--- src/rtl/ram_port_arbiter.sv ---
// Round-robin sharing of a dual-port RAM's write and read ports between two clients each.
// RAM-side outputs are registered; a tag pipeline returns read data to the issuing client, write-first on collision.
module ram_port_arbiter #(
    parameter int ADDR_WIDTH = 8,
    parameter int DATA_WIDTH = 8,
    parameter int RD_LAT     = 1
) (
    input  logic                  clk,
    input  logic                  rst,

    input  logic                  w0_req,
    input  logic [ADDR_WIDTH-1:0] w0_addr,
    input  logic [DATA_WIDTH-1:0] w0_data,
    output logic                  w0_gnt,

    input  logic                  w1_req,
    input  logic [ADDR_WIDTH-1:0] w1_addr,
    input  logic [DATA_WIDTH-1:0] w1_data,
    output logic                  w1_gnt,

    input  logic                  r0_req,
    input  logic [ADDR_WIDTH-1:0] r0_addr,
    output logic                  r0_gnt,
    output logic                  r0_vld,
    output logic [DATA_WIDTH-1:0] r0_data,

    input  logic                  r1_req,
    input  logic [ADDR_WIDTH-1:0] r1_addr,
    output logic                  r1_gnt,
    output logic                  r1_vld,
    output logic [DATA_WIDTH-1:0] r1_data,

    output logic                  wr_enb,
    output logic [ADDR_WIDTH-1:0] wr_addr,
    output logic [DATA_WIDTH-1:0] wr_data,
    output logic                  rd_enb,
    output logic [ADDR_WIDTH-1:0] rd_addr,
    input  logic [DATA_WIDTH-1:0] rd_data
);

    logic                  wr_ptr;
    logic                  rd_ptr;
    logic                  rd_id;
    logic                  collide;
    logic [DATA_WIDTH-1:0] ret_data;

    logic                  tag_vld   [RD_LAT];
    logic                  tag_id    [RD_LAT];
    logic                  tag_fwd   [RD_LAT];
    logic [DATA_WIDTH-1:0] tag_wdata [RD_LAT];

    // Pointer value 0 favours client 0 when both request; grants are held off during reset.
    always_comb begin
        w0_gnt = 1'b0;
        w1_gnt = 1'b0;
        if (rst) begin
            if (w0_req && (!w1_req || !wr_ptr)) begin
                w0_gnt = 1'b1;
            end else if (w1_req) begin
                w1_gnt = 1'b1;
            end
        end
    end

    always_comb begin
        r0_gnt = 1'b0;
        r1_gnt = 1'b0;
        if (rst) begin
            if (r0_req && (!r1_req || !rd_ptr)) begin
                r0_gnt = 1'b1;
            end else if (r1_req) begin
                r1_gnt = 1'b1;
            end
        end
    end

    always_ff @(posedge clk or negedge rst) begin
        if (!rst) begin
            wr_ptr <= 1'b0;
            rd_ptr <= 1'b0;
        end else begin
            if (w0_gnt) begin
                wr_ptr <= 1'b1;
            end else if (w1_gnt) begin
                wr_ptr <= 1'b0;
            end
            if (r0_gnt) begin
                rd_ptr <= 1'b1;
            end else if (r1_gnt) begin
                rd_ptr <= 1'b0;
            end
        end
    end

    always_ff @(posedge clk or negedge rst) begin
        if (!rst) begin
            wr_enb  <= 1'b0;
            wr_addr <= '0;
            wr_data <= '0;
        end else begin
            wr_enb <= w0_gnt || w1_gnt;
            if (w0_gnt) begin
                wr_addr <= w0_addr;
                wr_data <= w0_data;
            end else if (w1_gnt) begin
                wr_addr <= w1_addr;
                wr_data <= w1_data;
            end
        end
    end

    always_ff @(posedge clk or negedge rst) begin
        if (!rst) begin
            rd_enb  <= 1'b0;
            rd_addr <= '0;
            rd_id   <= 1'b0;
        end else begin
            rd_enb <= r0_gnt || r1_gnt;
            if (r0_gnt) begin
                rd_addr <= r0_addr;
                rd_id   <= 1'b0;
            end else if (r1_gnt) begin
                rd_addr <= r1_addr;
                rd_id   <= 1'b1;
            end
        end
    end

    // The RAM sees this write and read in the same cycle, so its read would return stale data.
    assign collide = wr_enb && rd_enb && (wr_addr == rd_addr);

    always_ff @(posedge clk or negedge rst) begin
        if (!rst) begin
            for (int i = 0; i < RD_LAT; i++) begin
                tag_vld[i]   <= 1'b0;
                tag_id[i]    <= 1'b0;
                tag_fwd[i]   <= 1'b0;
                tag_wdata[i] <= '0;
            end
        end else begin
            tag_vld[0]   <= rd_enb;
            tag_id[0]    <= rd_id;
            tag_fwd[0]   <= collide;
            tag_wdata[0] <= wr_data;
            for (int i = 1; i < RD_LAT; i++) begin
                tag_vld[i]   <= tag_vld[i-1];
                tag_id[i]    <= tag_id[i-1];
                tag_fwd[i]   <= tag_fwd[i-1];
                tag_wdata[i] <= tag_wdata[i-1];
            end
        end
    end

    always_comb begin
        ret_data = tag_fwd[RD_LAT-1] ? tag_wdata[RD_LAT-1] : rd_data;
        r0_vld   = tag_vld[RD_LAT-1] && !tag_id[RD_LAT-1];
        r1_vld   = tag_vld[RD_LAT-1] &&  tag_id[RD_LAT-1];
        r0_data  = r0_vld ? ret_data : '0;
        r1_data  = r1_vld ? ret_data : '0;
    end

endmodule
--- config.mk ---
export PLATFORM = sky130hd
export DESIGN_NAME = ram_port_arbiter
export DESIGN_NICKNAME = d
export VERILOG_FILES = /design/src/rtl/ram_port_arbiter.sv
export SDC_FILE = /design/constraint.sdc
export NUM_CORES = 1
export LEC_CHECK = 0
export BUFFER_PORTS_ARGS = -buffer_cell sky130_fd_sc_hd__buf_2
export CAP_MARGIN = 20
export CORE_ASPECT_RATIO = 1.2
export CORE_MARGIN = 1.5
export CORE_UTILIZATION = 44
export CTS_CLUSTER_SIZE = 30
export DETAILED_ROUTE_END_ITERATION = 12
export PLACE_DENSITY = 0.79
export REMOVE_ABC_BUFFERS = 1
export SLEW_MARGIN = 20
export SYNTH_ARGS = -nofsm -noshare
export SYNTH_HDL_FRONTEND = slang
export SYNTH_SLANG_ARGS = --single-unit
--- constraint.sdc ---
create_clock -name clk -period 1.5 [get_ports clk]
set_input_delay 0.075 -clock clk [delete_from_list [all_inputs] [get_ports clk]]
set_output_delay 0.075 -clock clk [all_outputs]
set_load 0.1 [all_outputs]
Word-level counts from Yosys, hierarchy flattened --
Index checks and enable logic that the tools add are counted.
Word-level totals: word-level logic and storage cells 55, input port bits 62, flip-flop bits (word level) 40, output and inout port bits 48
Cells by class: eq/ne operators 1, reduce and logical (&&, ||, !) cells 17, muxes and demuxes 25
Operators with widths (count):
- 2-to-1 mux 8 bit | 9
- 2-to-1 mux 1 bit | 16
- equality test 8 bit | 1
- logical AND 1 bit | 6
- zero test 1 bit | 5
- logical OR 1 bit | 4
- nonzero test 2 bit | 2

Logic depth before layout (Yosys ltp) --
Gate-level depths: netlist of run 1.
depth in word-level cells 7, mapped depth 5, depth with buffers taken out 3

Least setup slack after synthesis of run 1 --
OpenSTA, ideal clock, no wires.
path kind register to output, start register tag_fwd, end output r0_data[0], path slack -510 ps, data required time 1425 ps, arrival time 1935 ps, cell stages (with the launch flop) 4, path buffers 1, cell sequence dfrtp_1 buf_2 mux2i_1 nor2_1
On the way: word-level cells in the longest chain between the ends 2
RTL lines:
- start, declared | RTL line 49 | logic tag_fwd [RD_LAT];
- start signal, assigned by index | RTL line 148 | tag_fwd[i] <= tag_fwd[i-1];
- 2-to-1 mux 8 bit | RTL line 155 | ret_data = tag_fwd[RD_LAT-1] ? tag_wdata[RD_LAT-1] : rd_data;
- 2-to-1 mux 8 bit | RTL line 158 | r0_data = r0_vld ? ret_data : '0;
- end, declared | RTL line 25 | output logic [DATA_WIDTH-1:0] r0_data,
No other way between the ends.

Worst setup path after layout of run 1 --
start register tag_fwd, end output r0_data[4]
The elaborated chain is that of the path after synthesis.

==> results by group, run 1 <==
Pwr
  • Total power draw: 4.43 mW
  • Logic pwr share: 48.6%
  • Clock share of power: 19.7%
  • Int Pwr: 2.36 mW
  • Switching share of power: 46.8%
  • Worst VDD drop: 0.000765 V
  • P_leak: 1.53 nW
  • Seq pwr share: 31.7%
  • PwrDens: 1390 mW/mm^2
  • Net Sw Power: 2.07 mW

Setup path
  • CP arrival: 1460 ps
  • Startpoint types: register
  • CP max stage cell: dfrtp_4
  • Worst-path maximum fanout: 8
  • Setup crit end kind: output port
  • CP max stage delay: 590 ps
  • Crit path cell chain: mux2i_2 -> nor2_2 -> buf_12
  • Worst Path Required: 1420 ps
  • WS Path Type: reg2out

Synthesis
  • Yosys cell types: 22
  • Post-synth EDFFs: 0
  • Sequential fraction of the synthesis area: 50.1%
  • Top post-synthesis cells by area: dfrtp_1, mux2_2, mux2_4
  • Syn Inst Count: 155
  • Largest area contributor in the netlist: dfrtp_1
  • #FFs+latches synth: 40
  • Synth top cells by count: dfrtp_1, mux2_2, nor2_1, mux2_4, nand2_1
  • Synthesized cell area: 0.00200 sq mm
  • Syn_area_per_cell: 12.9 sq um
  • YS warnings: 0
  • Main synth FF type: dfrtp_1
  • Cell with the most instances after synthesis: dfrtp_1
  • Synth top area share: 50.1%
  • Asr flop ratio synth: 100%

Place
  • Number of port buffers: 109
  • RD Place Congestion: 0.781
  • Placed Cells: 318
  • Dpl hpwl: 4.00 mm

Clock tree
  • Clk_lat worst skew: 290 ps
  • TritonCTS clock tree: built
  • # clock sinks: 40
  • Reg clk slew, reported paths: 80 ps
  • Clk buf depth: 2
  • Htree depth: 2
  • CTS Buf Count: 5
  • Setup Buffers After CTS: 0
  • Root Buffer: clkbuf_8

Finish
  • Share of cells above drive strength 1: 73.5%
  • Ant diodes: 0
  • Filler cells: 281
  • Layout Nets: 333
  • Area growth from synthesis to layout: 59.2%
  • Multi-input gate area: 0.00105 sq mm
  • Fin cells: 328
  • Sequential cell area: 0.00100 sq mm

Floorplan
  • Initial core utilization: 46.5%
  • Die H: 76.8 um
  • Die width: 64.5 um
  • Core area: 0.00429 sq mm
  • Rows: 26
  • Area of the die: 0.00495 sq mm
  • # IOs: 110

Hold path
  • Hold WC Path Type: in2reg

Route
  • DR vias/cell: 5.00
  • Initial DRC Count: 41
  • Post-Route WL: 5.42 mm
  • Average wire per standard cell: 16.5 um
  • DRT antenna net count: 0
  • Vias: 1639
  • First drt pass iteration count: 4
  • DRC errors left: 0

Global routing
  • First-pass GRT wire length: 8.30 mm
  • Gr usage total: 21.6%
  • GRT overflow: 0
  • Pin count of the biggest net entering global routing: 25
  • Vias in the first global route: 1761
  • Initial antenna violation count: 0

Flow run
  • MaxCap Viol Count: 0

STA
  • Slew margin rel.: 66.8%
  • RSZ-0062 raised after global routing: yes
  • Fmax: 652 MHz
  • Max Clock Skew: 7.68 ps
  • Final number of setup-violating endpoints: 16
  • Post-route clock period utilization: 102%
  • Slew Limit Fails: 0
  • Worst Max-Slew Pin Slew: 502 ps
  • Slack of the critical path: -33.5 ps
  • Fin. Hold Viols: 0
  • Minimum clock period: 1530 ps

Run status
  • Violated checks: negative setup slack
  • Run status: finished, violations left
==> state kept, by name (all words and copies together) (netlist names) <==
signal	flops
rd_addr	8
tag_wdata	8
wr_addr	8
wr_data	8
rd_enb	1
rd_id	1
rd_ptr	1
tag_fwd	1
tag_id	1
tag_vld	1
wr_enb	1
wr_ptr	1
==> layout make-up <==
class | instances | share of cell area, %
Timing Repair Buffer | 116 | 29.1
Clock inverter | 3 | 1.34
Sequential cell | 40 | 31.6
Clock buffer | 5 | 2.16
Multi-Input combinational cell | 102 | 32.9
Tap cell | 56 | 2.20
Inverter | 6 | 0.708
==> what timing repair did <==
item,CTS,global route
hold buffers,2,0
pin swaps,0,4
endpoints found under the setup margin,17,18
endpoints found under the hold margin,18,0
resized for setup,4,35
==> per-stage QoR <==
stage	hold slack [ps]	cell area, sq um	setup TNS, ps	utilization (%)	setup slack, ps
after global placement	-55.3	2910	0	67.8	210
after CTS	10.7	3060	-74.5	71.2	-22.0
after floorplan	-221	1940	-9870	-	-526
final	13.3	3180	-259	74.0	-33.5
after global routing	3.13	3180	-1030	74.0	-91.7
after detailed placement	-43.4	2910	0	67.8	173
==> logic make-up (layout without fill, tap and decap cells) <==
group / count (synthesis) / count (layout) / share of synthesized area, %
multiplexers: 56 / 56 / 33.7
AND/OR/NAND/NOR: 34 / 34 / 7.71
XOR/XNOR: 8 / 8 / 3.51
flip-flops: 40 / 40 / 50.1
AO/OA/AOI/OAI: 4 / 4 / 1.07
buffers and inverters: 13 / 130 / 3.88
==> per-layer routing <==
layer  track usage, %  up-vias  wire length [um]
li1                 -      753                 -
met1             23.6      787              1990
met3             7.04        8               491
met2             39.1       91              2850
met5                0        -                 0
met4             6.81        0                92
==> critical path: cells and delay by family, from the launching register on <==
family / cells / cell delay (ps)
buf+inv: 1 / 190
mux: 1 / 210
flops: 1 / 590
simple gates: 1 / 170
==> placed cells by master, fill, tap and decap left out, drive strengths merged, types with 4 or more instances in the layout <==
| cell | count |
|---|---|
| nand2 | 11 |
| nor2 | 16 |
| buf | 113 |
| mux2i | 8 |
| dfrtp | 40 |
| mux2 | 48 |
| inv | 6 |
| clkbuf | 6 |
| xnor2 | 8 |
| nand3 | 4 |
==> power groups by stage <==
| stage | Sequential [mW] | Combinational, mW | Clock, mW |
|---|---|---|---|
| after floorplan | 2.28 | 0.706 | 0 |
| after global placement | 1.40 | 2.07 | 0 |
| after detailed placement | 1.41 | 2.10 | 0 |
| after CTS | 1.39 | 2.11 | 0.891 |
| after global routing | 1.43 | 2.23 | 0.930 |
| final | 1.41 | 2.16 | 0.874 |
==> worst paths after layout <==
kind,start,to,cells past startpoint,slack (ps)
max reg2reg,rd_ptr$_DFFE_PN0P_,rd_addr[1]$_DFFE_PN0P_,4,290
max in group asynchronous,rst,rd_addr[1]$_DFFE_PN0P_,3,700
min,r0_addr[4],rd_addr[4]$_DFFE_PN0P_,2,10
max,tag_fwd$_DFF_PN0_,r0_data[4],3,-30
min in group asynchronous,rst,wr_addr[6]$_DFFE_PN0P_,2,340
min reg2reg,rd_id$_DFFE_PN0P_,tag_id$_DFF_PN0_,0,390
Power figures use the tool's default switching activity.
==> run 2: changes to the inputs <==
==> constraint.sdc (replaced) <==
create_clock -name clk -period 1.5 [get_ports clk]
set_input_delay 0.15 -clock clk [delete_from_list [all_inputs] [get_ports clk]]
set_output_delay 0.15 -clock clk [all_outputs]
set_load 0.1 [all_outputs]
==> run 2 against run 1 <==
  * The flow still finishes with violations (negative setup slack)
  * Non-clock buffer count is 2 higher
  * Cell area is 0.39% higher
  * Critical path depth is 1 higher
  * Clock skew is 1.0 ps lower
  * First-iteration DRC count is 51% lower
  * Critical path type unchanged
==> results by group, run 2 (synthesis results as in run 1) <==
Run status
  • Run status: finished, violations left (unchanged)
  • Violated checks: negative setup slack (unchanged)

Finish
  • Commonest cells after routing, fill and taps aside: buf_2, dfrtp_1, mux2_2 (unchanged)
  • Filler cells: 274 (was 281)
  • Ant diodes: 0 (unchanged)
  • Post-route cell area: 0.00319 sq mm (was 0.00318 sq mm)
  • Commonest non-fill, non-tap cell in the layout: buf_2 (unchanged)
  • Share of cells above drive strength 1: 73.7% (was 73.5%)
  • Core Util, Final: 74.3% (was 74.0%)
  • Area growth from synthesis to layout: 59.8% (was 59.2%)
  • Layout Nets: 335 (was 333)

Route
  • Vias: 1646 (was 1639)
  • DRC errors left: 0 (unchanged)
  • Average wire per standard cell: 16.2 um (was 16.5 um)
  • Post-Route WL: 5.34 mm (was 5.42 mm)
  • Initial DRC Count: 20 (was 41)
  • DRT antenna net count: 0 (unchanged)
  • DR vias/cell: 4.99 (was 5.00)
  • First drt pass iteration count: 4 (unchanged)

Setup path
  • CP max stage delay: 420 ps (was 590 ps)
  • Worst path depth: 4 (was 3)
  • Worst-path maximum fanout: 8 (unchanged)
  • CP max stage cell: dfrtp_2 (was dfrtp_4)
  • Crit path cell chain: buf_12 -> mux2i_4 -> nor2_2 -> buf_12 (was mux2i_2 -> nor2_2 -> buf_12)
  • Reg2Reg Setup Slack: 280 ps (was 290 ps)
  • Reg-to-reg startpoint: wr_ptr$_DFFE_PN0P_ (was rd_ptr$_DFFE_PN0P_)
  • Reg2reg end: wr_data[0]$_DFFE_PN0P_ (was rd_addr[1]$_DFFE_PN0P_)
  • Worst setup path endpoint: r1_data[6] (was r0_data[4])
  • CP startpoint: tag_fwd$_DFF_PN0_ (unchanged)
  • CP most frequent cell: buf_12
  • Worst path top cell family by delay: flip-flops (unchanged)
  • Worst Path Required: 1350 ps (was 1420 ps)
  • R2R depth: 4 (unchanged)
  • Startpoint types: register (unchanged)
  • Buf/Inv on CP: 2 (was 1)
  • WS Path Type: reg2out (unchanged)
  • CP arrival: 1400 ps (was 1460 ps)
  • Setup crit end kind: output port (unchanged)

Floorplan
  • Rows: 26 (unchanged)
  • Initial core utilization: 46.5% (unchanged)
  • Die H: 76.8 um (unchanged)
  • Area of the die: 0.00495 sq mm (unchanged)
  • # IOs: 110 (unchanged)
  • Core area: 0.00429 sq mm (unchanged)
  • Die width: 64.5 um (unchanged)

Clock tree
  • Htree depth: 2 (unchanged)
  • TritonCTS clock tree: built (unchanged)
  • Reg clk slew, reported paths: 80 ps (about the same)
  • Clk_lat worst skew: 290 ps (about the same)
  • Clk buf depth: 2 (unchanged)
  • CTS Buf Count: 5 (unchanged)
  • # clock sinks: 40 (unchanged)
  • Root Buffer: clkbuf_8 (unchanged)

Global routing
  • GRT overflow: 0 (unchanged)
  • Met2 GRT Util: 39.7% (was 39.1%)
  • Initial antenna violation count: 0 (unchanged)
  • Grt met3 use: 5.87% (was 7.04%)
  • Pin count of the biggest net entering global routing: 30 (was 25)
  • First-pass GRT wire length: 8.25 mm (was 8.30 mm)
  • Gr busiest metal: met2 (unchanged)
  • Vias in the first global route: 1816 (was 1761)
  • Gr usage total: 21.7% (was 21.6%)
  • GRT met1 Usage: 23.9% (was 23.6%)

STA
  • Post-route clock period utilization: 104% (was 102%)
  • Hold slack: 73.9 ps (was 13.3 ps)
  • Fin. Hold Viols: 0 (unchanged)
  • Max Clock Skew: 6.68 ps (was 7.68 ps)
  • Slack of the critical path: -54.0 ps (was -33.5 ps)
  • Setup TNS Final: -516 ps (was -259 ps)
  • Minimum clock period: 1550 ps (was 1530 ps)
  • RSZ-0062 raised after global routing: yes (unchanged)
  • Slew margin rel.: 67.0% (was 66.8%)
  • Slew Limit Fails: 0 (unchanged)
  • Fmax: 643 MHz (was 652 MHz)
  • Worst Max-Slew Pin Slew: 498 ps (was 502 ps)
  • Final number of setup-violating endpoints: 16 (unchanged)

Pwr
  • Worst VDD drop: 0.00101 V (was 0.000765 V)
  • PwrDens: 1390 mW/mm^2 (about the same)
  • P_leak: 1.54 nW (was 1.53 nW)

Flow run
  • MaxCap Viol Count: 0 (unchanged)

Hold path
  • Hold WC Path Type: in2reg (unchanged)

Place
  • Number of port buffers: 109 (unchanged)
  • Dpl hpwl: 4.03 mm (was 4.00 mm)
  • Post-DP Area: 0.00292 sq mm (was 0.00291 sq mm)
  • RD Place Congestion: 0.776 (was 0.781)
-- run 2: changes by cell type in the layout (fill, tap and decap cells not counted) --
cell	before	now
nor2_4	3	2
nand3_4	1	0
nand2_1	7	8
nand3_1	2	3
dfrtp_2	0	1
buf_6	1	3
inv_2	0	2
buf_12	21	22
nor2_2	13	14
inv_1	6	4
clkbuf_4	1	0
nand2_2	3	2
dfrtp_4	1	0
-- run 2: through the flow --
step / setup slack, ps / total power, mW / std cells
2_1_floorplan: -601 / 2.99 / 148
3_3_place_gp: 174 / 3.47 / 319
6_report: -54.0 / 4.42 / 330
5_1_grt: -107 / 4.58 / 330
4_1_cts: -89.2 / 4.40 / 329
3_5_place_dp: 137 / 3.50 / 319
-- run 2: worst min-delay path by stage --
| stage | to | start | slack [ps] | cells after the start |
|---|---|---|---|---|
| floorplan | rd_addr[0]$_DFFE_PN0P_ | rst | -150 | 0 |
| global placement | wr_ptr$_DFFE_PN0P_ | rst | -10 | 1 |
| CTS | rd_id$_DFFE_PN0P_ | r0_req | 60 | 2 |
| finish | rd_id$_DFFE_PN0P_ | r0_req | 70 | 2 |
| global route | wr_addr[0]$_DFFE_PN0P_ | w0_addr[0] | 80 | 2 |
| detailed placement | wr_ptr$_DFFE_PN0P_ | rst | -8 | 1 |
-- run 2: timing repair --
| action | 4_1_cts | 5_1_grt |
|---|---|---|
| endpoints found under the setup margin | 17 | 20 |
| setup buffers | 0 | 1 |
| pin swaps | 0 | 9 |
| gates resized for setup | 13 | 25 |
| hold endpoints to repair | 13 | 0 |
| hold buffers | 2 | 0 |
-- run 2: final cells by class --
class	count	area (sq um)	area share [%]
well taps	56	70.1	2.20
repair buffers	118	960	30.1
clock buffers	5	68.8	2.16
clock inverters	3	42.5	1.33
flip-flops and latches	40	1000	31.4
inverters	6	22.5	0.706
multi-input cells	102	1030	32.1
-- run 2: routing by layer --
metal,share of wire (%),vias to the layer above
met5,0,-
met4,2.9,0
met3,9.3,15
met2,51,88
met1,37,783
li1,-,760
-- run 2: where the power goes --
part / internal, mW / switching, mW
registers: 1.26 / 0.148
clock network: 0.492 / 0.377
logic: 0.615 / 1.53
total: 2.36 / 2.06
